File: src/rtl/edram_pkg.sv
// Shared widths, slot-grid constants and slot-pipe entry types for the edram port controller.
package edram_pkg;

    localparam int DATA_W    = 325;
    localparam int ADDR_W    = 5;
    localparam int SLOT_CLKS = 4;
    localparam int WB_SLOTS  = 3;

    typedef enum logic [1:0] {
        IDLE = 2'd0,
        RD   = 2'd1,
        WR   = 2'd2,
        REF  = 2'd3
    } edram_op_t;

    typedef struct packed {
        edram_op_t         op;
        logic [ADDR_W-1:0] addr;
    } slot_ent_t;

endpackage

File: src/rtl/edram_slot_pipe.sv
// History of the ops issued in recent slots: row-hazard match, read-return tap and write-commit tap.
module edram_slot_pipe
    import edram_pkg::*;
#(
    parameter int RD_LAT = 2
) (
    input  logic              clk_i,
    input  logic              rst_i,
    input  logic              adv_i,
    input  logic [1:0]        issue_op_i,
    input  logic [ADDR_W-1:0] issue_addr_i,
    input  logic [ADDR_W-1:0] chk_addr_i,
    output logic              hit_o,
    output logic              rd_ret_o,
    output logic              wr_commit_o,
    output logic [ADDR_W-1:0] wr_addr_o
);

    // Entry 0 of the 4-entry pipe is the op issuing this slot; only the three older ones are stored.
    slot_ent_t [WB_SLOTS-1:0] ent_q;
    slot_ent_t [WB_SLOTS-1:0] ent_d;
    slot_ent_t                issue_ent;

    always_comb begin
        issue_ent = '{op: edram_op_t'(issue_op_i), addr: issue_addr_i};
        ent_d     = ent_q;
        if (adv_i) begin
            ent_d = {ent_q[WB_SLOTS-2:0], issue_ent};
        end
    end

    always_ff @(posedge clk_i) begin
        if (!rst_i) begin
            ent_q <= '0;
        end else begin
            ent_q <= ent_d;
        end
    end

    always_comb begin
        hit_o = 1'b0;
        for (int i = 0; i < WB_SLOTS; i++) begin
            if ((ent_q[i].op != IDLE) && (ent_q[i].addr == chk_addr_i)) begin
                hit_o = 1'b1;
            end
        end
    end

    // Stored entry k was issued k+1 slots ago, so RD_LAT must stay within 1..WB_SLOTS.
    assign rd_ret_o    = (ent_q[RD_LAT-1].op == RD);
    assign wr_commit_o = (ent_q[WB_SLOTS-1].op == WR);
    assign wr_addr_o   = ent_q[WB_SLOTS-1].addr;

endmodule

File: src/rtl/edram_port_ctrl.sv
// edram macro port initiator: arbitrates refresh and host ops onto the 4-clk slot grid,
// commits writes three slots after issue and returns read data RD_LAT slots after issue.
module edram_port_ctrl
    import edram_pkg::*;
#(
    parameter int REF_INTERVAL = 64,
    parameter int RD_LAT       = 2
) (
    input  logic              clk_i,
    input  logic              rst_i,
    input  logic              req_valid_i,
    output logic              req_ready_o,
    input  logic              req_we_i,
    input  logic [ADDR_W-1:0] req_addr_i,
    input  logic [DATA_W-1:0] req_wdata_i,
    output logic              rsp_valid_o,
    output logic [DATA_W-1:0] rsp_data_o,
    output logic              port_en_o,
    output logic              port_ref_plus2_o,
    output logic [ADDR_W-1:0] port_read_addr_o,
    input  logic [DATA_W-1:0] port_read_data_i,
    output logic [ADDR_W-1:0] port_write_addr_o,
    output logic [DATA_W-1:0] port_write_data_o,
    output logic              port_data_o,
    output logic              port_wen_plus3_o
);

    localparam int              RC_W     = $clog2(REF_INTERVAL);
    localparam logic [RC_W-1:0] REF_LAST = RC_W'(REF_INTERVAL - 1);

    logic [1:0]        phase_q, phase_d;
    logic [RC_W-1:0]   ref_cnt_q, ref_cnt_d;
    logic [ADDR_W-1:0] ref_row_q, ref_row_d;
    logic [DATA_W-1:0] wdata_q, wdata_d;
    logic [DATA_W-1:0] rsp_data_q, rsp_data_d;
    logic              rsp_valid_q, rsp_valid_d;

    logic              slot_start;
    logic              ref_due;
    logic              host_go;
    edram_op_t         issue_op;
    logic [ADDR_W-1:0] issue_addr;
    logic              hit;
    logic              rd_ret;
    logic              wr_commit;
    logic [ADDR_W-1:0] wr_addr;

    edram_slot_pipe #(
        .RD_LAT(RD_LAT)
    ) u_slot_pipe (
        .clk_i       (clk_i),
        .rst_i       (rst_i),
        .adv_i       (slot_start),
        .issue_op_i  (issue_op),
        .issue_addr_i(issue_addr),
        .chk_addr_i  (req_addr_i),
        .hit_o       (hit),
        .rd_ret_o    (rd_ret),
        .wr_commit_o (wr_commit),
        .wr_addr_o   (wr_addr)
    );

    // Refresh always wins the slot in which the interval expires, so a pending refresh never
    // outlives its slot and no separate pending/overrun state is needed.
    always_comb begin
        slot_start = rst_i && (phase_q == 2'd0);
        ref_due    = slot_start && (ref_cnt_q == REF_LAST);
        host_go    = slot_start && !ref_due && req_valid_i && !hit;
        issue_op   = IDLE;
        if (ref_due) begin
            issue_op = REF;
        end else if (host_go) begin
            issue_op = req_we_i ? WR : RD;
        end
        issue_addr = (issue_op == REF) ? ref_row_q : req_addr_i;
    end

    always_comb begin
        req_ready_o       = host_go;
        port_en_o         = (issue_op == RD);
        port_ref_plus2_o  = (issue_op == REF);
        port_data_o       = (issue_op == WR);
        port_read_addr_o  = (port_en_o || port_ref_plus2_o) ? issue_addr : '0;
        port_write_data_o = port_data_o ? req_wdata_i : wdata_q;
        port_wen_plus3_o  = slot_start && wr_commit;
        port_write_addr_o = port_wen_plus3_o ? wr_addr : '0;
        rsp_valid_o       = rsp_valid_q;
        rsp_data_o        = rsp_data_q;
    end

    always_comb begin
        phase_d   = phase_q + 2'd1;
        ref_cnt_d = ref_cnt_q;
        if (slot_start) begin
            ref_cnt_d = ref_due ? '0 : ref_cnt_q + RC_W'(1);
        end
        ref_row_d   = (issue_op == REF) ? ref_row_q + ADDR_W'(1) : ref_row_q;
        wdata_d     = (issue_op == WR) ? req_wdata_i : wdata_q;
        rsp_valid_d = slot_start && rd_ret;
        rsp_data_d  = rsp_valid_d ? port_read_data_i : rsp_data_q;
    end

    always_ff @(posedge clk_i) begin
        if (!rst_i) begin
            phase_q     <= '0;
            ref_cnt_q   <= '0;
            ref_row_q   <= '0;
            wdata_q     <= '0;
            rsp_data_q  <= '0;
            rsp_valid_q <= 1'b0;
        end else begin
            phase_q     <= phase_d;
            ref_cnt_q   <= ref_cnt_d;
            ref_row_q   <= ref_row_d;
            wdata_q     <= wdata_d;
            rsp_data_q  <= rsp_data_d;
            rsp_valid_q <= rsp_valid_d;
        end
    end

endmodule

File: config.mk
export PLATFORM = sky130hd
export DESIGN_NAME = edram_port_ctrl
export DESIGN_NICKNAME = d
export VERILOG_FILES = /design/src/rtl/edram_pkg.sv /design/src/rtl/edram_slot_pipe.sv /design/src/rtl/edram_port_ctrl.sv
export SDC_FILE = /design/constraint.sdc
export NUM_CORES = 2
export LEC_CHECK = 0
export CAP_MARGIN = 20
export CORE_AREA = 2 2 522 524
export CTS_BUF_LIST = sky130_fd_sc_hd__clkbuf_4 sky130_fd_sc_hd__clkbuf_8 sky130_fd_sc_hd__clkbuf_16
export CTS_CLUSTER_SIZE = 25
export DETAILED_ROUTE_END_ITERATION = 8
export DIE_AREA = 0 0 524 526
export GPL_TIMING_DRIVEN = 1
export PLACE_DENSITY = 0.38
export REMOVE_ABC_BUFFERS = 1
export SYNTH_ARGS = -nofsm -noshare
export SYNTH_HDL_FRONTEND = slang
export SYNTH_HIERARCHICAL = 1
export SYNTH_SLANG_ARGS = --single-unit
File: constraint.sdc
create_clock -name clk_i -period 2.86 [get_ports clk_i]
set_input_delay 0.572 -clock clk_i [delete_from_list [all_inputs] [get_ports clk_i]]
set_output_delay 0.572 -clock clk_i [all_outputs]
set_load 0.02 [all_outputs]
**Word-level counts from Yosys, hierarchy flattened**

Cells that the tools add are included.

- Register bits after elaboration: 685
- Input port bits: 659
- Output and inout bits: 666
- Logic and storage cells: 52

- Add/sub/neg operators: 3
- Equal/unequal tests: 9
- Mux-type cells: 11
- Reductions and logical operators: 17

Operator list:

| cell | number |
|---|---|
| 325-bit two-way mux | 1 |
| 5-bit equality test | 3 |
| 5-bit two-way mux | 3 |
| 1-bit logical AND | 10 |
| 6-bit by 1-bit adder with 6-bit output (second input constant) | 1 |
| 2-bit equality test (second input constant) | 3 |
| 6-bit equality test (second input constant) | 1 |
| 2-bit two-way mux | 3 |
| 6-bit two-way mux | 1 |
| 2-bit nonzero test | 3 |
| 5-bit by 1-bit adder with 5-bit output (second input constant) | 1 |
| 2-bit by 1-bit equality test with 1-bit output (second input constant) | 2 |
| 1-bit two-way mux | 3 |
| 2-bit by 1-bit adder with 2-bit output (second input constant) | 1 |
| 1-bit logical NOT | 2 |
| 2-bit logical NOT | 1 |
| 1-bit logical OR | 1 |

**Depth between registers and ports, before layout**

- Depth in word-level cells: 12
- Gate-level depth with buffers: 11

**By module**

Netlist, hierarchy kept.

By module, submodules not included:

| module | instances | cells each | area an instance (µm²) |
|---|---|---|---|
| edram_port_ctrl | 1 | 3255 | 28506.1 |
| edram_slot_pipe | 1 | 99 | 1019.7 |

**Worst setup path after synthesis**

Ideal clock, no wire load.

- Kind: input -> output
- From: input port req_addr_i[3]
- To: output port port_write_data_o[100]
- Data arrival time: 2.515 ns
- Data required time: 2.288 ns
- Setup slack: -0.227 ns
- Cell stages on the path: 11
- Buffers on the path: 3
- Path through: xnor2_1 > o2111ai_1 > nor3_1 > a211o_1 > nand4b_1 > a211o_1 > buf_2 > inv_4 > buf_8 > buf_6 > mux2_1

- Cells in the longest elaborated chain, start to end: 11
- Elaborated cells on any way between the ends: 15
- Those cells by class: eq/ne (4); mux (6); reduce/logical (5)

Ends and longest elaborated chain:

| item | line | RTL |
|---|---|---|
| start, declared | edram_port_ctrl.sv:14 | `input logic [ADDR_W-1:0] req_addr_i,` |
| 5-bit equality test | edram_slot_pipe.sv:43 | `if ((ent_q[i].op != IDLE) && (ent_q[i].addr == chk_addr_i)) begin` |
| 1-bit logical AND | edram_slot_pipe.sv:43 |  |
| 1-bit two-way mux (2 in a row) | edram_slot_pipe.sv:43 |  |
| 1-bit two-way mux (*) | edram_slot_pipe.sv:43 |  |
| named net hit | edram_port_ctrl.sv:43 | `logic hit;` |
| 1-bit logical NOT (*) | edram_port_ctrl.sv:68 | `host_go = slot_start && !ref_due && req_valid_i && !hit;` |
| 1-bit logical AND (*) | edram_port_ctrl.sv:68 |  |
| 2-bit two-way mux (*) | edram_port_ctrl.sv:72 | `end else if (host_go) begin` |
| 2-bit two-way mux (*) | edram_port_ctrl.sv:70 | `if (ref_due) begin` |
| 2-bit equality test (*) | edram_port_ctrl.sv:82 | `port_data_o = (issue_op == WR);` |
| 325-bit two-way mux (*) | n/a |  |
| end, declared | edram_port_ctrl.sv:23 | `output logic [DATA_W-1:0] port_write_data_o,` |

Mark *: on every way through the listed nets, which the timed path passes. The rest lies on a longest branch.

**Final worst setup path**

- From: register u_slot_pipe/ent_q[13] (netlist name)
- To: output port port_write_data_o[280]

- Cells in the longest elaborated chain, start to end: 10

Ends and longest elaborated chain:

| item | line | RTL |
|---|---|---|
| start, declared | edram_slot_pipe.sv:20 | `slot_ent_t [WB_SLOTS-1:0] ent_q;` |
| start signal, assigned | edram_slot_pipe.sv:36 | `ent_q <= ent_d;` |
| 2-bit nonzero test | edram_slot_pipe.sv:43 |  |
| 1-bit logical AND | edram_slot_pipe.sv:43 |  |
| 1-bit two-way mux (2 in a row) | edram_slot_pipe.sv:43 |  |
| named net hit | edram_port_ctrl.sv:43 |  |
| 1-bit logical NOT | edram_port_ctrl.sv:68 |  |
| 1-bit logical AND | edram_port_ctrl.sv:68 |  |
| 2-bit two-way mux | edram_port_ctrl.sv:72 |  |
| 2-bit two-way mux | edram_port_ctrl.sv:70 |  |
| 2-bit equality test | edram_port_ctrl.sv:82 |  |
| 325-bit two-way mux | n/a |  |

The timed path passes the listed nets, and every way through them passes these cells.

==> impl_metrics.toml <==
[finish]
fin_util_pct = 18.8
nNetsFinal = 5336
synthToLayoutAreaGrowth_pct = 71.9
layout_common_cells = "nand2_1 (993), clkdlybuf4s50_1 (989), dfxtp_1 (674), mux2i_1 (347), o21ai_0 (328)"
final_common_cell = "nand2_1"
design_area_um2 = 50800
drive_gt1_share_pct = 10.9
final_cells = 8343

[sta]
finalCritPeriodShare_pct = 139
slew_headroom_pct = 6.71
max_freq_mhz = 251
rsz0062_at_grt = "true"
min_period_ns = 3.98
tightest_slew_ns = 1.40
hold_viol = 0
hold_ws_ns = 0.385
fin_worst_skew_ns = 0.0683
setup_violations = 444
setup_tns_ns = -380.56
drv_slew = 0
layout_setup_ws_ns = -1.12

[logic_synthesis]
ys_types = 43
synth_warnings = 6
synth_edf_count = 0
syn_area_um2 = 29500
yosysSeqAreaShare_pct = 46.4
synth_area_leaders = "dfxtp_1 (46%), nand2_1 (13%), mux2i_1 (12%)"
avgSynthCellArea_um2 = 8.80
synthFlopType = "dfxtp_1"
synth_async_sr_flop_share_pct = 0
synth_top_area_cell = "dfxtp_1"
synth_top_area_share_pct = 46.4
syn_inst = 3354
ys_ff_latch = 685

[routing]
wl_met3_mm = 16.7
drc = 0
vias_per_cell = 3.34
met1Wirelength_mm = 72.1
dr.first_iter.drc_count = 1209
post_drt_wl_per_cell_um = 20.9
vias = 27900
wirelength_mm = 174
antenna_left = 0
top_layer = "met5"
firstDrtPassIters = 5
met2_wirelength_mm = 82.0

[critical_path]
rrSetupSlack_ns = -0.56
critical_path.max_fanout = 26
endpoint_kind = "output pin"
cp-start-kind = "register"
arrival_ns = 3.40
r2r_cells = 10
crit_required_ns = 2.29
path_class = "reg -> out"

[clocking]
clockBufferDepth = 3
cts_hold_buf = 0
cts_buffers = 96
cts_sinks = 685
htree_levels = 3
clk_pin_slew_ns = 0.06
cts_tree = "yes"
clock_latency_ns = 0.74
cts-root-buf = "clkbuf_16"

[run_status]
status = "finished with violations"
violations = "negative setup slack"

[floorplanning]
die_area_um2 = 276000
io-pin-count = 1325
die_h_um = 526
start_util_pct = 10.9
die_width_um = 524
core_area_um2 = 270000
num_rows = 191

[place]
placed_cells = 8125
globalplace.congestion = 0.877
dp_hpwl_mm = 140
dpl_cell_area_um2 = 47200
io_buffers = 1324
dp_slack_ns = -1.69

[global_route]
overflow = 0
grt_max_degree = 168
antenna_found_initial = 96
grt_pass1_wl_mm = 235
grtUsageTotal_pct = 12.1
grt_pass1_vias = 28100

[power]
ir_drop_v = 0.000412
p_comb_share_pct = 12.4
pwr-share-seq_pct = 38.2
power_leakage_nw = 22.3
clkPwrFrac_pct = 49.4
totalPowerFinal_mw = 25.9
power_density_nw_per_um2 = 511
p_int_mw = 19.1
swShare_pct = 26.3
power.switching_mw = 6.83

[worst_hold_path]
worst_hold_path.num_cells = 3
hold_class = "in -> reg"

[job]
maxCapViolCount = 0
## worst max-delay path: stages, from the launching register on
cell           delay (ns)
dfxtp_1              0.35
o2111ai_2            0.20
nor3_2               0.05
a211o_1              0.29
nand4b_1             0.22
a211o_4              0.35
inv_16               0.10
buf_16               0.17
buf_12               0.21
mux2_1               0.38
dlygate4sd2_1        0.34
## synth_stat cells (2+ instances only)
| library cell | n |
|---|---|
| nand2_1 | 993 |
| dfxtp_1 | 685 |
| mux2i_1 | 347 |
| o21ai_0 | 328 |
| inv_1 | 322 |
| mux2_1 | 300 |
| clkbuf_1 | 119 |
| buf_2 | 59 |
| buf_6 | 33 |
| mux2_2 | 30 |
| nor2b_1 | 24 |
| a21oi_1 | 10 |
| buf_1 | 10 |
| buf_4 | 9 |
| nand3_1 | 9 |
| and2_1 | 7 |
| xnor2_1 | 7 |
| xor2_1 | 7 |
| o211ai_1 | 6 |
| nor2_1 | 5 |
| nand2b_1 | 4 |
| nand4_1 | 4 |
| and3_1 | 3 |
| buf_8 | 3 |
| ha_1 | 3 |
| nor3_1 | 3 |
| o31ai_1 | 3 |
| or4_1 | 3 |
| a211o_1 | 2 |
| o2111ai_1 | 2 |
| o22ai_1 | 2 |
## layer usage
layer,vias up,GRT usage [%]
li1,13500,-
met1,13000,14.1
met2,1008,20.3
met3,249,5.03
met4,86,2.59
met5,-,0
## what timing repair did
action	CTS	global route
setup buffers	8	6
gates resized for setup	482	218
gates cloned	5	2
setup endpoints to repair	444	444
pin swaps	4	0
## layout make-up
cell class,count,area (um^2)
Antenna cell,19,47.5
Clock buffer,143,2870
Clock inverter,35,512
Fill cell,30000,219000
Inverter,324,1230
Multi-Input combinational cell,2112,13400
Sequential cell,685,13700
Tap cell,3570,4470
Timing Repair Buffer,1455,14500
## state kept, by name, summed over array words and instances (netlist names)
register and cells:
u_slot_pipe/wr_addr_o 5, rsp_data_o 325, wdata_q 325, u_slot_pipe/ent_q 16
phase_q 2, ref_cnt_q 6, rsp_valid_o 1, ref_row_q 5
## logic make-up (layout without fill, tap and decap cells)
family | Yosys count | count (layout) | share of synthesized area [%]
other | 0 | 19 | 0
flip-flops | 685 | 685 | 46.4
multiplexers | 677 | 677 | 24.3
XOR/XNOR | 14 | 14 | 0.415
AO/OA/AOI/OAI | 358 | 358 | 6.27
AND/OR/NAND/NOR | 1060 | 1060 | 14.0
buffers and inverters | 557 | 1957 | 8.41
adder cells (fa/ha/maj) | 3 | 3 | 0.127
## power groups by stage
stage	clock, mW	sequential [mW]	combinational [mW]
global placement	0	10.1	3.35
finish	12.8	9.92	3.22
global route	13.8	9.93	3.44
floorplan	0	10.1	1.34
CTS	13.5	9.91	3.26
detailed placement	0	10.1	3.36
## final timing paths
| kind | startpoint | end |
|---|---|---|
| worst max-delay path | u_slot_pipe/ent_q[13] | port_write_data_o[280] |
| worst min register to register | wdata_q[155] | wdata_q[155] |
| worst min-delay path | port_read_data_i[94] | rsp_data_o[94] |
| worst max register to register | u_slot_pipe/ent_q[1] | wdata_q[141] |
Power figures use the tool's default switching activity.
